==> src/rtl/register_tree_pq.sv <==
// Register-tree priority queue: every node holds {valid, key, tag}, and a two-pass
// compare-swap sweep re-settles the heap after each accepted enqueue/dequeue/replace.
module register_tree_pq #(
    parameter int QUEUE_SIZE = 15,
    parameter int KEY_WIDTH  = 16,
    parameter int TAG_WIDTH  = 8,
    parameter int MIN_HEAP   = 0,
    parameter int ENQ_ENA    = 1
) (
    input  logic                             i_CLK,
    input  logic                             i_RST,
    input  logic                             i_wrt,
    input  logic                             i_read,
    input  logic [KEY_WIDTH-1:0]             i_key,
    input  logic [TAG_WIDTH-1:0]             i_tag,
    output logic                             o_ready,
    output logic                             o_valid,
    output logic [KEY_WIDTH-1:0]             o_key,
    output logic [TAG_WIDTH-1:0]             o_tag,
    output logic [$clog2(QUEUE_SIZE+1)-1:0]  o_count,
    output logic                             o_full,
    output logic                             o_empty,
    output logic                             o_err
);
    localparam int TREE_DEPTH = $clog2(QUEUE_SIZE + 1);
    localparam int NODES      = (1 << TREE_DEPTH) - 1;
    localparam int IW         = (NODES > 1) ? $clog2(NODES) : 1;
    localparam int CW         = TREE_DEPTH;
    localparam logic [CW-1:0] FULL_CNT = CW'(QUEUE_SIZE);

    logic [KEY_WIDTH-1:0] key_q [NODES];
    logic [TAG_WIDTH-1:0] tag_q [NODES];
    logic [NODES-1:0]     vld_q;
    logic [CW-1:0]        cnt_q;
    logic                 dirty_q;
    logic                 err_q;

    logic [KEY_WIDTH-1:0] key_s [NODES];
    logic [TAG_WIDTH-1:0] tag_s [NODES];
    logic [NODES-1:0]     vld_s;
    logic                 swapped;
    logic [IW-1:0]        p_i, l_i, r_i, c_i;
    logic [KEY_WIDTH-1:0] t_key;
    logic [TAG_WIDTH-1:0] t_tag;
    logic                 t_vld;
    logic [IW-1:0]        free_idx;

    logic accept, do_rep, do_deq, do_enq;

    // A valid node outranks an invalid one; equal keys never outrank each other.
    function automatic logic outranks(input logic va, input logic [KEY_WIDTH-1:0] ka,
                                      input logic vb, input logic [KEY_WIDTH-1:0] kb);
        if (!va) return 1'b0;
        if (!vb) return 1'b1;
        return (MIN_HEAP != 0) ? (ka < kb) : (ka > kb);
    endfunction

    // Pass 0 handles parents on even levels, pass 1 odd levels, chained combinationally.
    always_comb begin
        key_s   = key_q;
        tag_s   = tag_q;
        vld_s   = vld_q;
        swapped = 1'b0;
        p_i     = '0;
        l_i     = '0;
        r_i     = '0;
        c_i     = '0;
        t_key   = '0;
        t_tag   = '0;
        t_vld   = 1'b0;
        for (int unsigned pass = 0; pass < 2; pass++) begin
            for (int unsigned lvl = pass; lvl + 1 < TREE_DEPTH; lvl += 2) begin
                for (int unsigned p = (1 << lvl) - 1; p < (1 << (lvl + 1)) - 1; p++) begin
                    p_i = IW'(p);
                    l_i = IW'(2 * p + 1);
                    r_i = IW'(2 * p + 2);
                    c_i = outranks(vld_s[r_i], key_s[r_i], vld_s[l_i], key_s[l_i]) ? r_i : l_i;
                    if (outranks(vld_s[c_i], key_s[c_i], vld_s[p_i], key_s[p_i])) begin
                        t_key        = key_s[p_i];
                        t_tag        = tag_s[p_i];
                        t_vld        = vld_s[p_i];
                        key_s[p_i]   = key_s[c_i];
                        tag_s[p_i]   = tag_s[c_i];
                        vld_s[p_i]   = vld_s[c_i];
                        key_s[c_i]   = t_key;
                        tag_s[c_i]   = t_tag;
                        vld_s[c_i]   = t_vld;
                        swapped      = 1'b1;
                    end
                end
            end
        end
    end

    always_comb begin
        free_idx = '0;
        for (int unsigned j = NODES; j > 0; j--) begin
            if (!vld_q[IW'(j - 1)]) free_idx = IW'(j - 1);
        end
    end

    assign accept = !dirty_q && (i_wrt || i_read);
    assign do_rep = i_wrt && i_read;
    assign do_deq = i_read && !i_wrt;
    assign do_enq = i_wrt && !i_read && (ENQ_ENA != 0);

    always_ff @(posedge i_CLK) begin
        if (i_RST) begin
            key_q   <= '{default: '0};
            tag_q   <= '{default: '0};
            vld_q   <= '0;
            cnt_q   <= '0;
            dirty_q <= 1'b0;
            err_q   <= 1'b0;
        end else begin
            err_q <= 1'b0;
            if (accept) begin
                if (do_rep) begin
                    key_q[0] <= i_key;
                    tag_q[0] <= i_tag;
                    vld_q[0] <= 1'b1;
                    if (cnt_q == '0) cnt_q <= CW'(1);
                    dirty_q  <= 1'b1;
                end else if (do_deq) begin
                    if (cnt_q == '0) begin
                        err_q <= 1'b1;
                    end else begin
                        key_q[0] <= '0;
                        tag_q[0] <= '0;
                        vld_q[0] <= 1'b0;
                        cnt_q    <= cnt_q - 1'b1;
                        dirty_q  <= 1'b1;
                    end
                end else if (do_enq) begin
                    if (cnt_q == FULL_CNT) begin
                        err_q <= 1'b1;
                    end else begin
                        key_q[free_idx] <= i_key;
                        tag_q[free_idx] <= i_tag;
                        vld_q[free_idx] <= 1'b1;
                        cnt_q           <= cnt_q + 1'b1;
                        dirty_q         <= 1'b1;
                    end
                end
            end else if (dirty_q) begin
                key_q <= key_s;
                tag_q <= tag_s;
                vld_q <= vld_s;
                if (!swapped) dirty_q <= 1'b0;
            end
        end
    end

    assign o_ready = !dirty_q;
    assign o_valid = vld_q[0];
    assign o_key   = vld_q[0] ? key_q[0] : '0;
    assign o_tag   = vld_q[0] ? tag_q[0] : '0;
    assign o_count = cnt_q;
    assign o_full  = (cnt_q == FULL_CNT);
    assign o_empty = (cnt_q == '0);
    assign o_err   = err_q;

endmodule
==> config.mk <==
export PLATFORM = sky130hd
export DESIGN_NAME = register_tree_pq
export DESIGN_NICKNAME = d
export VERILOG_FILES = /design/src/rtl/register_tree_pq.sv
export SDC_FILE = /design/constraint.sdc
export NUM_CORES = 2
export LEC_CHECK = 0
export CAP_MARGIN = 20
export CELL_PAD_IN_SITES_DETAIL_PLACEMENT = 1
export CELL_PAD_IN_SITES_GLOBAL_PLACEMENT = 2
export CORE_UTILIZATION = 42
export DETAILED_ROUTE_END_ITERATION = 12
export MAX_ROUTING_LAYER = met4
export PLACE_DENSITY = 0.83
export SLEW_MARGIN = 20
export SYNTH_ARGS = -nofsm -noshare
export SYNTH_HDL_FRONTEND = slang
export SYNTH_SLANG_ARGS = --single-unit
==> constraint.sdc <==
create_clock -name i_CLK -period 17.6 [get_ports i_CLK]
set_input_delay 2.64 -clock i_CLK [delete_from_list [all_inputs] [get_ports i_CLK]]
set_output_delay 2.64 -clock i_CLK [all_outputs]
set_load 0.02 [all_outputs]
==> flow_summary_export.csv <==
group,metric,value,unit
outcome,status,"finished, final reports clean",
timing,tightest_slew,1.187,ns
detailed_routing,dr.pass1.iters,5,
critical_path,slowest_stage,"a311oi_4",
timing,tns,0,ns
clocking,clockBufferDepth,3,
logic_synthesis,syn_area_per_cell,8.020,µm²
logic_synthesis,ys.flop_type,"dfxtp_1",
logic_synthesis,synth_top_area_share,27.22,%
placed_design,dpl.hpwl,94280,µm
timing,post-route-period-util,74.01,%
critical_path,crit_type,"reg2reg",
floorplan,rows,94,
critical_path,setup.worst_path.start_class,"register",
critical_path,setup.worst_path.end_class,"register",
timing,slew-limit-headroom,20.89,%
clocking,cts_tree,"built",
power,p_per_area,101.1,nW/µm²
run,cap_violations,0,
clocking,cts.sinks,381,
global_route,track_usage,39.48,%
clocking,cts_hold_buf,0,
clocking,clk_latency,0.64,ns
logic_synthesis,synth-edff-count,0,
timing,rsz0062_at_grt,"no",
clocking,postCtsSetupRepairBufs,0,
critical_path,cp_slowest_stage_delay,0.99,ns
placed_design,gp_congestion,1.043,
logic_synthesis,yosysSeqAreaShare,27.22,%
global_route,grt_max_degree,176,
floorplan,ioPinCount,61,
critical_path,cp.arrival,13.53,ns
layout,fin_area,30930,µm²
power,p_leak,0.01103,µW
layout,fin_util,46.97,%
global_route,grt_pass1_vias,30008,
layout,nets,3632,
critical_path,path_max_fanout,35,
power,total_power,3128,µW
timing,post-route-min-period,13.03,ns
detailed_routing,ant_nets,0,
clocking,cts_made_buffers,50,
floorplan,die_h,260.3,µm
layout,syn_to_final_growth,10.39,%
logic_synthesis,ys_types,90,
global_route,grt-ovfl-total,0,
logic_synthesis,syn-num-nets,3754,
logic_synthesis,async_reset_ff_share,0,%
timing,drv_slew,0,
detailed_routing,routed_wl,131700,µm
logic_synthesis,yosysTopAreaCell,"dfxtp_1",
floorplan,core-area,65860,µm²
placed_design,placed_cell_area,29220,µm²
clocking,path_clk_slew,0.06,ns
power,ir_drop,0.08453,mV
detailed_routing,drc,0,
floorplan,start_util,42.55,%
detailed_routing,avgViaCountPerCell,6.892,
layout,num_antenna_cells,0,
placed_design,port_buffers,60,
timing,setup_viol,0,
logic_synthesis,yosys_register_bits,381,
logic_synthesis,netlist_area,28020,µm²
timing,hold_viol,0,
layout,fillerInstances,7763,
timing,max_clock_freq,0.07677,GHz
clocking,cts_root_buffer,"clkbuf_16",
detailed_routing,first_iter_violations,2924,
logic_synthesis,netlist_top_cells_area,"dfxtp_1 27%, ha_1 10%, a22oi_1 5.0%",
logic_synthesis,synth_warnings,0,
critical_path,required,18.11,ns
worst_hold_path,min_path_type,"reg2reg",
floorplan,die_width,260.3,µm
floorplan,die_area,67760,µm²
clocking,post_cts_resized,0,
timing,skew,0.01797,ns
clocking,htreeDepth,2,
detailed_routing,num_vias,29458,
detailed_routing,wire_per_inst,30.82,µm
global_route,antenna_found_initial,1,
layout,drive_gt1_share,9.091,%
global_route,grt_pass1_wl,195900,µm
critical_path,crit_top_cell,"ha_1",
logic_synthesis,synthCells,3494,
==> placed cells by master (no fill, tap or decap), types with 11 or more instances in the layout <==
cell             netlist  final
a211oi_1             142    142
clkbuf_16              0     51
a22oi_1              185    185
clkinv_2               0     18
a221o_1               15     15
or3_1                 19     19
nand2b_1              15     15
o21ai_0              182    180
a21o_1                34     34
o21a_1                14     11
and2_1                50     50
and3_1                23     20
nor3_1                69     66
nand4_1               57     57
o22ai_1               13     13
nor2_1               288    285
a221oi_1              82     82
o311ai_0              17     17
clkdlybuf4s50_1        0     59
a31oi_1               42     37
nand3_1               81     80
o221ai_1              36     36
o32ai_1               24     24
mux2i_1              135    135
a21oi_1              147    141
o211ai_1              41     41
nor2b_1               25     24
nor4_1                23     21
a311oi_1              34     33
buf_4                  7     61
dfxtp_1              381    380
o2bb2ai_1             72     72
inv_1                295    295
mux2_2                99     99
ha_1                 231    231
nand2_1              182    182
a211o_1               23     23
==> stage by stage <==
step	setup WS, ns	instances	hold WS (ns)
6_report	4.575	4274	0.4693
5_1_grt	4.225	4274	0.4848
4_1_cts	4.429	4270	0.4650
3_5_place_dp	4.492	4180	0.4463
3_3_place_gp	4.742	4178	0.4388
2_1_floorplan	8.738	3494	0.4243
==> synthesized netlist by cell type (6+ instances only) <==
cell type  number
dfxtp_1       381
inv_1         295
nor2_1        288
ha_1          231
clkbuf_1      229
a22oi_1       185
nand2_1       182
o21ai_0       182
a21oi_1       147
a211oi_1      142
mux2i_1       135
mux2_2         99
a221oi_1       82
nand3_1        81
o2bb2ai_1      72
nor3_1         69
nand4_1        57
and2_1         50
buf_2          49
a31oi_1        42
o211ai_1       41
o221ai_1       36
a21o_1         34
a311oi_1       34
nor2b_1        25
o32ai_1        24
a211o_1        23
and3_1         23
nor4_1         23
or3_1          19
o311ai_0       17
a221o_1        15
nand2b_1       15
buf_1          14
o21a_1         14
o22ai_1        13
o21ai_1        10
buf_4           7
nor3b_1         7
a2111oi_0       6
a311o_1         6
nor4b_1         6
or4_1           6
==> worst max-delay path: cells and delay by family, from the launching register on <==
family | cells | cell delay, ns
AOI/OAI and AO/OA | 13 | 5.97
DFF | 1 | 0.35
adders and majority gates | 4 | 1.30
muxes | 1 | 0.41
buffers and inverters | 4 | 0.71
and+or+nand+nor | 10 | 4.10
==> power breakdown <==
part / switching [µW] / total [µW] / internal, µW
Sequential: 63.1 / 982 / 918
Clock: 452 / 1050 / 595
Combinational: 782 / 1100 / 317
==> area by class of cell <==
cell class	count	area [µm²]	area share (%)
flip-flops and latches	381	7629	24.66
clock buffers	64	1375	4.445
repair buffers	128	1194	3.859
inverters	295	1107	3.580
clock inverters	26	237.7	0.7685
multi-input cells	2516	18310	59.19
well taps	864	1081	3.495
==> flip-flops by register name, indices dropped and copies added, names as in the netlist <==
name     cells
o_err        1
vld_q       15
tag_q      120
o_count      4
key_q      240
dirty_q      1
==> path summary, 6_finish.rpt <==
check,startpoint,to,slack (ns),depth (start not counted)
worst min-delay path,tag_q[54],tag_q[54],0.47,1
worst max-delay path,key_q[127],key_q[165],4.57,32
worst min register to register,tag_q[54],tag_q[54],0.47,1
worst max register to register,key_q[127],key_q[165],4.57,32
==> logic make-up (layout without fill, tap and decap cells) <==
kind of cell | count (synthesis) | in the layout | share of synthesized area, %
compound gates | 1171 | 1171 | 30.01
buf+inv | 597 | 513 | 8.390
fa+ha+maj | 232 | 232 | 10.39
simple gates | 873 | 873 | 14.98
xor+xnor | 2 | 2 | 0.06252
flops | 381 | 381 | 27.22
mux | 238 | 238 | 8.961
==> routing by layer <==
metal / track usage (%) / part of all wire [%]
met5: - / 0
met4: 20.84 / 5.7
met2: 59.60 / 44
met3: 5.925 / 8.1
met1: 50.74 / 42
(Power assumes the default switching activity.)
